[src/rtl/enc_lookup_tracker_if.sv]
// Handshake bundle between the hash-encoding engine and the lookup tracker.
// master = engine side, slave = tracker side.
interface enc_lookup_tracker_if #(
    parameter int TABLE_COL = 128,
    parameter int NUM_ROWS  = 4,
    parameter int CNT_WIDTH = 16
);
    localparam int ID_W = $clog2(NUM_ROWS);

    logic                 alloc_valid;
    logic [CNT_WIDTH-1:0] alloc_cnt;
    logic                 alloc_ready;
    logic [ID_W-1:0]      alloc_id;

    logic                 sent_valid;
    logic [ID_W-1:0]      sent_id;
    logic [TABLE_COL-1:0] sent_mask;

    logic                 ret_valid;
    logic [ID_W-1:0]      ret_id;
    logic [CNT_WIDTH-1:0] ret_num;

    logic                 done_valid;
    logic                 done_ready;
    logic [ID_W-1:0]      done_id;
    logic [TABLE_COL-1:0] done_sent;

    logic                 err;

    modport master (
        output alloc_valid, alloc_cnt,
        input  alloc_ready, alloc_id,
        output sent_valid, sent_id, sent_mask,
        output ret_valid, ret_id, ret_num,
        input  done_valid, done_id, done_sent,
        output done_ready,
        input  err
    );

    modport slave (
        input  alloc_valid, alloc_cnt,
        output alloc_ready, alloc_id,
        input  sent_valid, sent_id, sent_mask,
        input  ret_valid, ret_id, ret_num,
        output done_valid, done_id, done_sent,
        input  done_ready,
        output err
    );
endinterface

[src/rtl/enc_lookup_tracker.sv]
// Outstanding-lookup tracker: per-row sent-column bitmap and remaining-return
// down-counter, rows retired strictly in allocation order.
//
// state      | meaning
// -----------+-----------------------------------------------------------
// ROW_FREE   | slot unused; sent/ret aimed here are protocol errors
// ROW_ACTIVE | allocated, feature returns still outstanding
// ROW_DONE   | all returns in; waits to become head and be retired
module enc_lookup_tracker #(
    parameter int TABLE_COL = 128,
    parameter int NUM_ROWS  = 4,
    parameter int CNT_WIDTH = 16
) (
    input logic                 clk,
    input logic                 rst,
    enc_lookup_tracker_if.slave bus
);
    localparam int ID_W = $clog2(NUM_ROWS);

    typedef enum logic [1:0] {
        ROW_FREE   = 2'd0,
        ROW_ACTIVE = 2'd1,
        ROW_DONE   = 2'd2
    } row_state_t;

    row_state_t           r_state  [NUM_ROWS];
    logic [TABLE_COL-1:0] r_bitmap [NUM_ROWS];
    logic [CNT_WIDTH-1:0] r_remain [NUM_ROWS];
    logic [ID_W-1:0]      r_head;
    logic [ID_W-1:0]      r_tail;
    logic [ID_W:0]        r_occ;
    logic                 r_err;

    logic                 w_alloc_ready;
    logic                 w_alloc_fire;
    logic                 w_head_done;
    logic                 w_retire;
    logic [CNT_WIDTH-1:0] w_ret_remain;
    logic [CNT_WIDTH-1:0] w_ret_diff;

    // Readiness depends only on registered occupancy, so a same-cycle retire
    // never opens a slot for a same-cycle alloc.
    assign w_alloc_ready = (r_occ != (ID_W+1)'(NUM_ROWS));
    assign w_alloc_fire  = bus.alloc_valid && w_alloc_ready;
    assign w_head_done   = (r_state[r_head] == ROW_DONE);
    assign w_retire      = w_head_done && bus.done_ready;
    assign w_ret_remain  = r_remain[bus.ret_id];
    assign w_ret_diff    = w_ret_remain - bus.ret_num;

    always_ff @(posedge clk) begin
        if (rst) begin
            for (int i = 0; i < NUM_ROWS; i++) begin
                r_state[i]  <= ROW_FREE;
                r_bitmap[i] <= '0;
                r_remain[i] <= '0;
            end
            r_head <= '0;
            r_tail <= '0;
            r_occ  <= '0;
            r_err  <= 1'b0;
        end else begin
            if (bus.sent_valid) begin
                if (r_state[bus.sent_id] == ROW_ACTIVE) begin
                    r_bitmap[bus.sent_id] <= r_bitmap[bus.sent_id] | bus.sent_mask;
                end else begin
                    r_err <= 1'b1;
                end
            end

            if (bus.ret_valid) begin
                if (r_state[bus.ret_id] == ROW_ACTIVE) begin
                    if (bus.ret_num > w_ret_remain) begin
                        // Over-return: saturate at zero and close the row.
                        r_remain[bus.ret_id] <= '0;
                        r_state[bus.ret_id]  <= ROW_DONE;
                        r_err                <= 1'b1;
                    end else begin
                        r_remain[bus.ret_id] <= w_ret_diff;
                        if (w_ret_diff == '0) begin
                            r_state[bus.ret_id] <= ROW_DONE;
                        end
                    end
                end else begin
                    r_err <= 1'b1;
                end
            end

            if (w_retire) begin
                r_state[r_head]  <= ROW_FREE;
                r_bitmap[r_head] <= '0;
                r_head           <= r_head + ID_W'(1);
            end

            // The tail slot is always FREE when an alloc fires, so this write
            // never collides with a legal sent/ret/retire on another row.
            if (w_alloc_fire) begin
                r_state[r_tail]  <= (bus.alloc_cnt == '0) ? ROW_DONE : ROW_ACTIVE;
                r_remain[r_tail] <= bus.alloc_cnt;
                r_bitmap[r_tail] <= '0;
                r_tail           <= r_tail + ID_W'(1);
            end

            r_occ <= r_occ + (ID_W+1)'(w_alloc_fire) - (ID_W+1)'(w_retire);
        end
    end

    assign bus.alloc_ready = w_alloc_ready;
    assign bus.alloc_id    = r_tail;
    assign bus.done_valid  = w_head_done;
    assign bus.done_id     = r_head;
    assign bus.done_sent   = r_bitmap[r_head];
    assign bus.err         = r_err;
endmodule

[src/flat_wrapper.sv]
// flat-port wrapper written by rule: the top's interface ports become plain ports
module enc_lookup_tracker_flat 
#(
    parameter int TABLE_COL = 128,
    parameter int NUM_ROWS  = 4,
    parameter int CNT_WIDTH = 16
)
  (clk, rst, bus_alloc_valid, bus_alloc_cnt, bus_alloc_ready, bus_alloc_id, bus_sent_valid, bus_sent_id, bus_sent_mask, bus_ret_valid, bus_ret_id, bus_ret_num, bus_done_valid, bus_done_id, bus_done_sent, bus_done_ready, bus_err);
  enc_lookup_tracker_if #(.TABLE_COL(TABLE_COL), .NUM_ROWS(NUM_ROWS), .CNT_WIDTH(CNT_WIDTH)) bus_i ();
  input logic clk;
  input logic rst;
  input wire logic [$bits(bus_i.alloc_valid)-1:0] bus_alloc_valid;
  input wire logic [$bits(bus_i.alloc_cnt)-1:0] bus_alloc_cnt;
  output wire logic [$bits(bus_i.alloc_ready)-1:0] bus_alloc_ready;
  output wire logic [$bits(bus_i.alloc_id)-1:0] bus_alloc_id;
  input wire logic [$bits(bus_i.sent_valid)-1:0] bus_sent_valid;
  input wire logic [$bits(bus_i.sent_id)-1:0] bus_sent_id;
  input wire logic [$bits(bus_i.sent_mask)-1:0] bus_sent_mask;
  input wire logic [$bits(bus_i.ret_valid)-1:0] bus_ret_valid;
  input wire logic [$bits(bus_i.ret_id)-1:0] bus_ret_id;
  input wire logic [$bits(bus_i.ret_num)-1:0] bus_ret_num;
  output wire logic [$bits(bus_i.done_valid)-1:0] bus_done_valid;
  output wire logic [$bits(bus_i.done_id)-1:0] bus_done_id;
  output wire logic [$bits(bus_i.done_sent)-1:0] bus_done_sent;
  input wire logic [$bits(bus_i.done_ready)-1:0] bus_done_ready;
  output wire logic [$bits(bus_i.err)-1:0] bus_err;
  assign bus_i.alloc_valid = bus_alloc_valid;
  assign bus_i.alloc_cnt = bus_alloc_cnt;
  assign bus_alloc_ready = bus_i.alloc_ready;
  assign bus_alloc_id = bus_i.alloc_id;
  assign bus_i.sent_valid = bus_sent_valid;
  assign bus_i.sent_id = bus_sent_id;
  assign bus_i.sent_mask = bus_sent_mask;
  assign bus_i.ret_valid = bus_ret_valid;
  assign bus_i.ret_id = bus_ret_id;
  assign bus_i.ret_num = bus_ret_num;
  assign bus_done_valid = bus_i.done_valid;
  assign bus_done_id = bus_i.done_id;
  assign bus_done_sent = bus_i.done_sent;
  assign bus_i.done_ready = bus_done_ready;
  assign bus_err = bus_i.err;
  enc_lookup_tracker #(.TABLE_COL(TABLE_COL), .NUM_ROWS(NUM_ROWS), .CNT_WIDTH(CNT_WIDTH)) u_core (.clk(clk), .rst(rst), .bus(bus_i));
endmodule
[config.mk]
export PLATFORM = sky130hd
export DESIGN_NAME = enc_lookup_tracker_flat
export DESIGN_NICKNAME = d
export VERILOG_FILES = /design/src/rtl/enc_lookup_tracker_if.sv /design/src/rtl/enc_lookup_tracker.sv /design/src/flat_wrapper.sv
export SDC_FILE = /design/constraint.sdc
export NUM_CORES = 1
export LEC_CHECK = 0
export BUFFER_PORTS_ARGS = -buffer_cell sky130_fd_sc_hd__buf_2
export CORE_MARGIN = 2
export CORE_UTILIZATION = 50
export DETAILED_ROUTE_END_ITERATION = 6
export PLACE_DENSITY = 0.8
export SLEW_MARGIN = 20
export SYNTH_ARGS = -nofsm -noshare
export SYNTH_HDL_FRONTEND = slang
export SYNTH_SLANG_ARGS = --single-unit
export TNS_END_PERCENT = 100
[constraint.sdc]
create_clock -name clk -period 6.1 [get_ports clk]
set_clock_uncertainty 0.1 [all_clocks]
set_input_delay 0.61 -clock clk [delete_from_list [all_inputs] [get_ports clk]]
set_output_delay 0.61 -clock clk [all_outputs]
set_load 0.05 [all_outputs]
After elaboration in Yosys (flattened, before gate mapping) --
Memories as Yosys holds them, arrays and structs flattened. A register that Yosys moved wholly into a read port is not among the register bits. Index checks and enable logic that the tools add are counted.
Storage, ports and cells: bits in registers 8, memory bits (writable) 584, input bits 170, word-level logic and storage cells 96, memories kept 3
Cells by class: $add $sub $neg 5, order comparisons 1, eq/ne operators 4, multiplexer cells 64, bitwise gates (word level) 3, reductions and logical operators 12
Memories:
- u_core.r_bitmap | depth 4, width 128, rd ports 2, clocked after Yosys merged registers in 1, wr ports 4, RTL line enc_lookup_tracker.sv:27 | logic [TABLE_COL-1:0] r_bitmap [NUM_ROWS];
- u_core.r_remain | depth 4, width 16, rd ports 1, clocked after Yosys merged registers in 0, wr ports 4, RTL line enc_lookup_tracker.sv:28 | logic [CNT_WIDTH-1:0] r_remain [NUM_ROWS];
- u_core.r_state | depth 4, width 2, rd ports 3, clocked after Yosys merged registers in 1, wr ports 4, RTL line enc_lookup_tracker.sv:26 | row_state_t r_state [NUM_ROWS];
Operators by type and width (count):
- 128-bit two-way mux | 3
- 128-bit OR reduction | 3
- 128-bit OR | 1
- 16-bit two-way mux | 3
- 1-bit two-way mux | 41
- 2-bit two-way mux | 17
- 16-bit zero test | 2
- 16-bit OR reduction | 2
- 16-bit greater-than comparator | 1
- 16-bit subtractor | 1
- 2-bit OR reduction | 3
- 2-bit by 1-bit adder with 2-bit output (second input constant) | 2
- 2-bit by 1-bit equality test with 1-bit output (second input constant) | 2
- 3-bit by 1-bit adder with 3-bit output | 1
- 3-bit inequality test (second input constant) | 1
- 3-bit by 1-bit subtractor with 3-bit output | 1
- 2-bit equality test (second input constant) | 1
- 1-bit logical AND | 2
- 1-bit OR | 2

Depth between registers and ports, before layout --
An unclocked memory read counts as a cell.
word-level depth 12, depth in mapped cells 14

Worst setup path after synthesis --
Ideal clock, no wire load.
kind input to register, start input bus_ret_id[0], end memory u_core.r_state[0][0] (netlist name) (enable), setup time 0.328 ns, arrival 4.546 ns, slack 1.126 ns, cell stages on the path 13, cells stage by stage buf_1 buf_1 mux4_2 ha_1 buf_2 a21oi_1 o21ai_0 a21o_1 a211o_2 mux2i_1 a2111oi_4 a41oi_4 o21ai_0
RTL lines:
- start: declaration | RTL line flat_wrapper.sv:20 | input wire logic [$bits(bus_i.ret_id)-1:0] bus_ret_id;
- end: declaration | RTL line enc_lookup_tracker.sv:26

==> results.cfg <==
[run_status]
status = complete, no violations

[die]
dieHeight_um = 253.0
io_pins = 305
core_area_sq_um = 61480
row_count = 91
fp.dieW_um = 253.0
initial_utilization_pct = 50.41
dieArea_sq_um = 64000

[drt]
firstDrtPassIters = 7
routed_wirelength_mm = 87.74
avgViaCountPerCell = 6.249
dr_wl_met2_mm = 43.08
wl_met3_mm = 7.238
drt_first_iter_violations = 2210
ant_nets = 0
highest-signal-layer = met5
drcViolationCount = 0
met1_length_mm = 34.32
dr_total_vias = 25600
routedWlPerCell_um = 21.42

[finish]
final_cell_mix = 560 x nor2_1, 520 x dfxtp_1, 401 x a21oi_1, 386 x nor3b_1, 301 x buf_2
finalNonFillerCells = 4096
final_common_cell = nor2_1
final_util_pct = 57.17
nFillCells = 5094
fin_nets = 3442
drive_gt1_share_pct = 26.83
final_area_sq_um = 35150
area_delta_synth_final_pct = 13.39

[timing]
setup_ws_ns = 1.502
period_minus_slack_ns = 4.598
fin_hold_ws_ns = 0.2589
worst_slew_pin_slew_ns = 1.266
drv_slew = 0
max_slew_margin_pct = 15.58
fmax_ghz = 0.2175
rsz0062_at_grt = no
setup_tns_ns = 0
hold_violations = 0
finalCritPeriodShare_pct = 75.38
finalSetupViolCount = 0

[power]
p_total_mw = 9.812
leakagePower_nw = 13.72
peakVddDrop_mv = 0.1957
powerDensity_nw_per_um2 = 279.2

[worst_setup_path]
critPathMaxStageDelay_ns = 0.58
crit_arrival_ns = 4.77
reg2reg_slack_ns = 1.81
critPathBufInv = 3
reg2reg_to = u_core.r_state[2][1]
worstSetupEndpoint = u_core.r_state[2][1]
worstPathRequired_ns = 6.28
cp.depth = 14
critPathKind = input port to register
path_delay_family = compound AO/OA/AOI/OAI gates
crit_top_cell = inv_1
worst_path_max_delay_cell = mux4_2
cp-startpoint = bus_ret_id[0]
end_kind = register
r2r-start = u_core.r_remain[3][0]
crit_path_cell_trace = buf_2 -> mux4_2 -> inv_1 -> ha_1 -> inv_1 -> fa_1 -> a211oi_2 -> o21a_1 -> o21ai_1 -> xor2_1 -> nor4bb_1 -> and4b_1 -> a41oi_4 -> o21ai_0
path_max_fanout = 23
r2r_cells = 13
critPathLaunchType = input port

[yosys]
synth_edf_count = 72
ys_warn_count = 0
synth_nets = 3328
async_flop_share_pct = 0
syn-instance-count = 3128
yosys_register_bits = 594
synth_area_per_cell_sq_um = 9.909
seq_area_frac_synth_pct = 40.69
synth_ff_type = dfxtp_1
synthDistinctLibCells = 62
synth_area_sq_um = 31000

[global_route]
grt_overflow_total = 0
grt_pass1_wl_mm = 136.4
grt_pass1_vias = 25130
grt_start_max_net_pins = 214
antenna_found_initial = 18
grt_util_all_layers_pct = 26.86

[cts]
clockRootBuffer = clkbuf_16
clkSinkCount = 594
cts_hold_buf = 0
cts_buffers = 66
ctsHtreeMaxLevel = 3
clk_latency_ns = 0.61
path_clk_slew_ns = 0.07
post_cts_buffers = 0
cts-resized-gates = 0
cts.path.max_buffers = 3
cts_tree = yes

[placed_design]
placed_cell_area_sq_um = 32770
routabilityCongestion = 0.9355
io_buffers = 304
dp.cells = 3964
hpwl_mm = 49.47
dp_worst_setup_slack_ns = 0.8998

[run]
maxCapViolCount = 0

[hold_path]
hold_class = input port to register
[flip-flops by register name (all words and copies together) (netlist names), named ones only]
signal	count
u_core.r_bitmap	512
u_core.r_remain	64
u_core.r_state	8
u_core.r_occ	3
u_core.bus.alloc_id	2
u_core.bus.done_id	2
u_core.bus.err	1
[worst min-delay path by stage]
| stage | start | endpoint | slack, ns | depth (start not counted) |
|---|---|---|---|---|
| 4_1_cts | bus_ret_valid | u_core.bus.err | 0.22 | 3 |
| 5_1_grt | bus_alloc_cnt[5] | u_core.r_remain[3][5] | 0.25 | 3 |
| 6_report | bus_alloc_cnt[2] | u_core.r_remain[2][2] | 0.26 | 3 |
| 3_3_place_gp | u_core.r_bitmap[3][93] | u_core.r_bitmap[3][93] | 0.39 | 2 |
| 3_5_place_dp | u_core.r_bitmap[3][97] | u_core.r_bitmap[3][97] | 0.40 | 2 |
| 2_1_floorplan | u_core.r_bitmap[3][0] | u_core.r_bitmap[3][0] | 0.38 | 2 |
[layer usage]
metal / global-route usage [%] / up-vias
li1: - / 11640
met1: 33.14 / 12590
met2: 45.84 / 1144
met3: 5.489 / 211
met4: 11.29 / 16
met5: 0 / -
[worst reg2reg max path: cells and delay by family, from the launching register on]
family / cells / cell delay [ns]
xor+xnor: 1 / 0.23
simple gates: 2 / 0.75
buf+inv: 2 / 0.15
fa+ha+maj: 2 / 0.61
mux: 1 / 0.47
flops: 1 / 0.37
compound gates: 5 / 1.29
[synthesized netlist by cell type (4+ instances only)]
master | number | area, sq um
a22oi_1 | 77 | 578.1
a22o_1 | 27 | 236.5
and2_1 | 5 | 31.28
nor4_1 | 6 | 37.54
a21o_1 | 5 | 37.54
dfxtp_1 | 522 | 10450
inv_1 | 33 | 123.9
nor2_1 | 563 | 2113
o31ai_2 | 4 | 50.05
xnor2_1 | 9 | 78.83
or2_2 | 131 | 819.5
o21ai_0 | 38 | 190.2
clkbuf_1 | 215 | 807.0
o31ai_1 | 9 | 67.56
a21oi_1 | 401 | 2007
xor2_1 | 6 | 52.55
mux4_2 | 272 | 6126
ha_1 | 28 | 350.3
buf_1 | 34 | 127.6
buf_2 | 45 | 225.2
edfxtp_1 | 72 | 2162
nor3_1 | 85 | 425.4
o21ai_1 | 10 | 50.05
nand2_1 | 72 | 270.3
nand3_1 | 4 | 20.02
nor2b_1 | 8 | 50.05
nor3b_1 | 386 | 2898
[kinds of logic (layout without fill, tap and decap cells)]
kind of cell / after synthesis / count (layout) / share of synthesized area [%]
AO/OA/AOI/OAI: 598 / 598 / 11.27
XOR/XNOR: 15 / 15 / 0.4239
adder cells (fa/ha/maj): 30 / 30 / 1.259
buffers and inverters: 327 / 494 / 4.142
flip-flops: 594 / 594 / 40.69
multiplexers: 275 / 275 / 19.86
other: 0 / 11 / 0
AND/OR/NAND/NOR: 1289 / 1289 / 22.35
[layout make-up]
type                    count  area [sq um]  share of cell area, %
repair buffers            340          1856                  5.279
clock buffers              90          1883                  5.358
clock inverters            31         471.7                  1.342
well taps                 790         988.4                  2.812
multi-input cells        2207         17180                  48.87
diodes                     11         27.53                0.07832
flip-flops and latches    594         12620                  35.90
inverters                  33         123.9                 0.3524
[where the power goes]
group          total, mW  switching (mW)  internal, mW
Sequential          4.17          0.0834          4.09
Combinational       1.31           0.865         0.444
Clock               4.33            1.69          2.64
No activity file was read; power rests on OpenSTA's default activity.
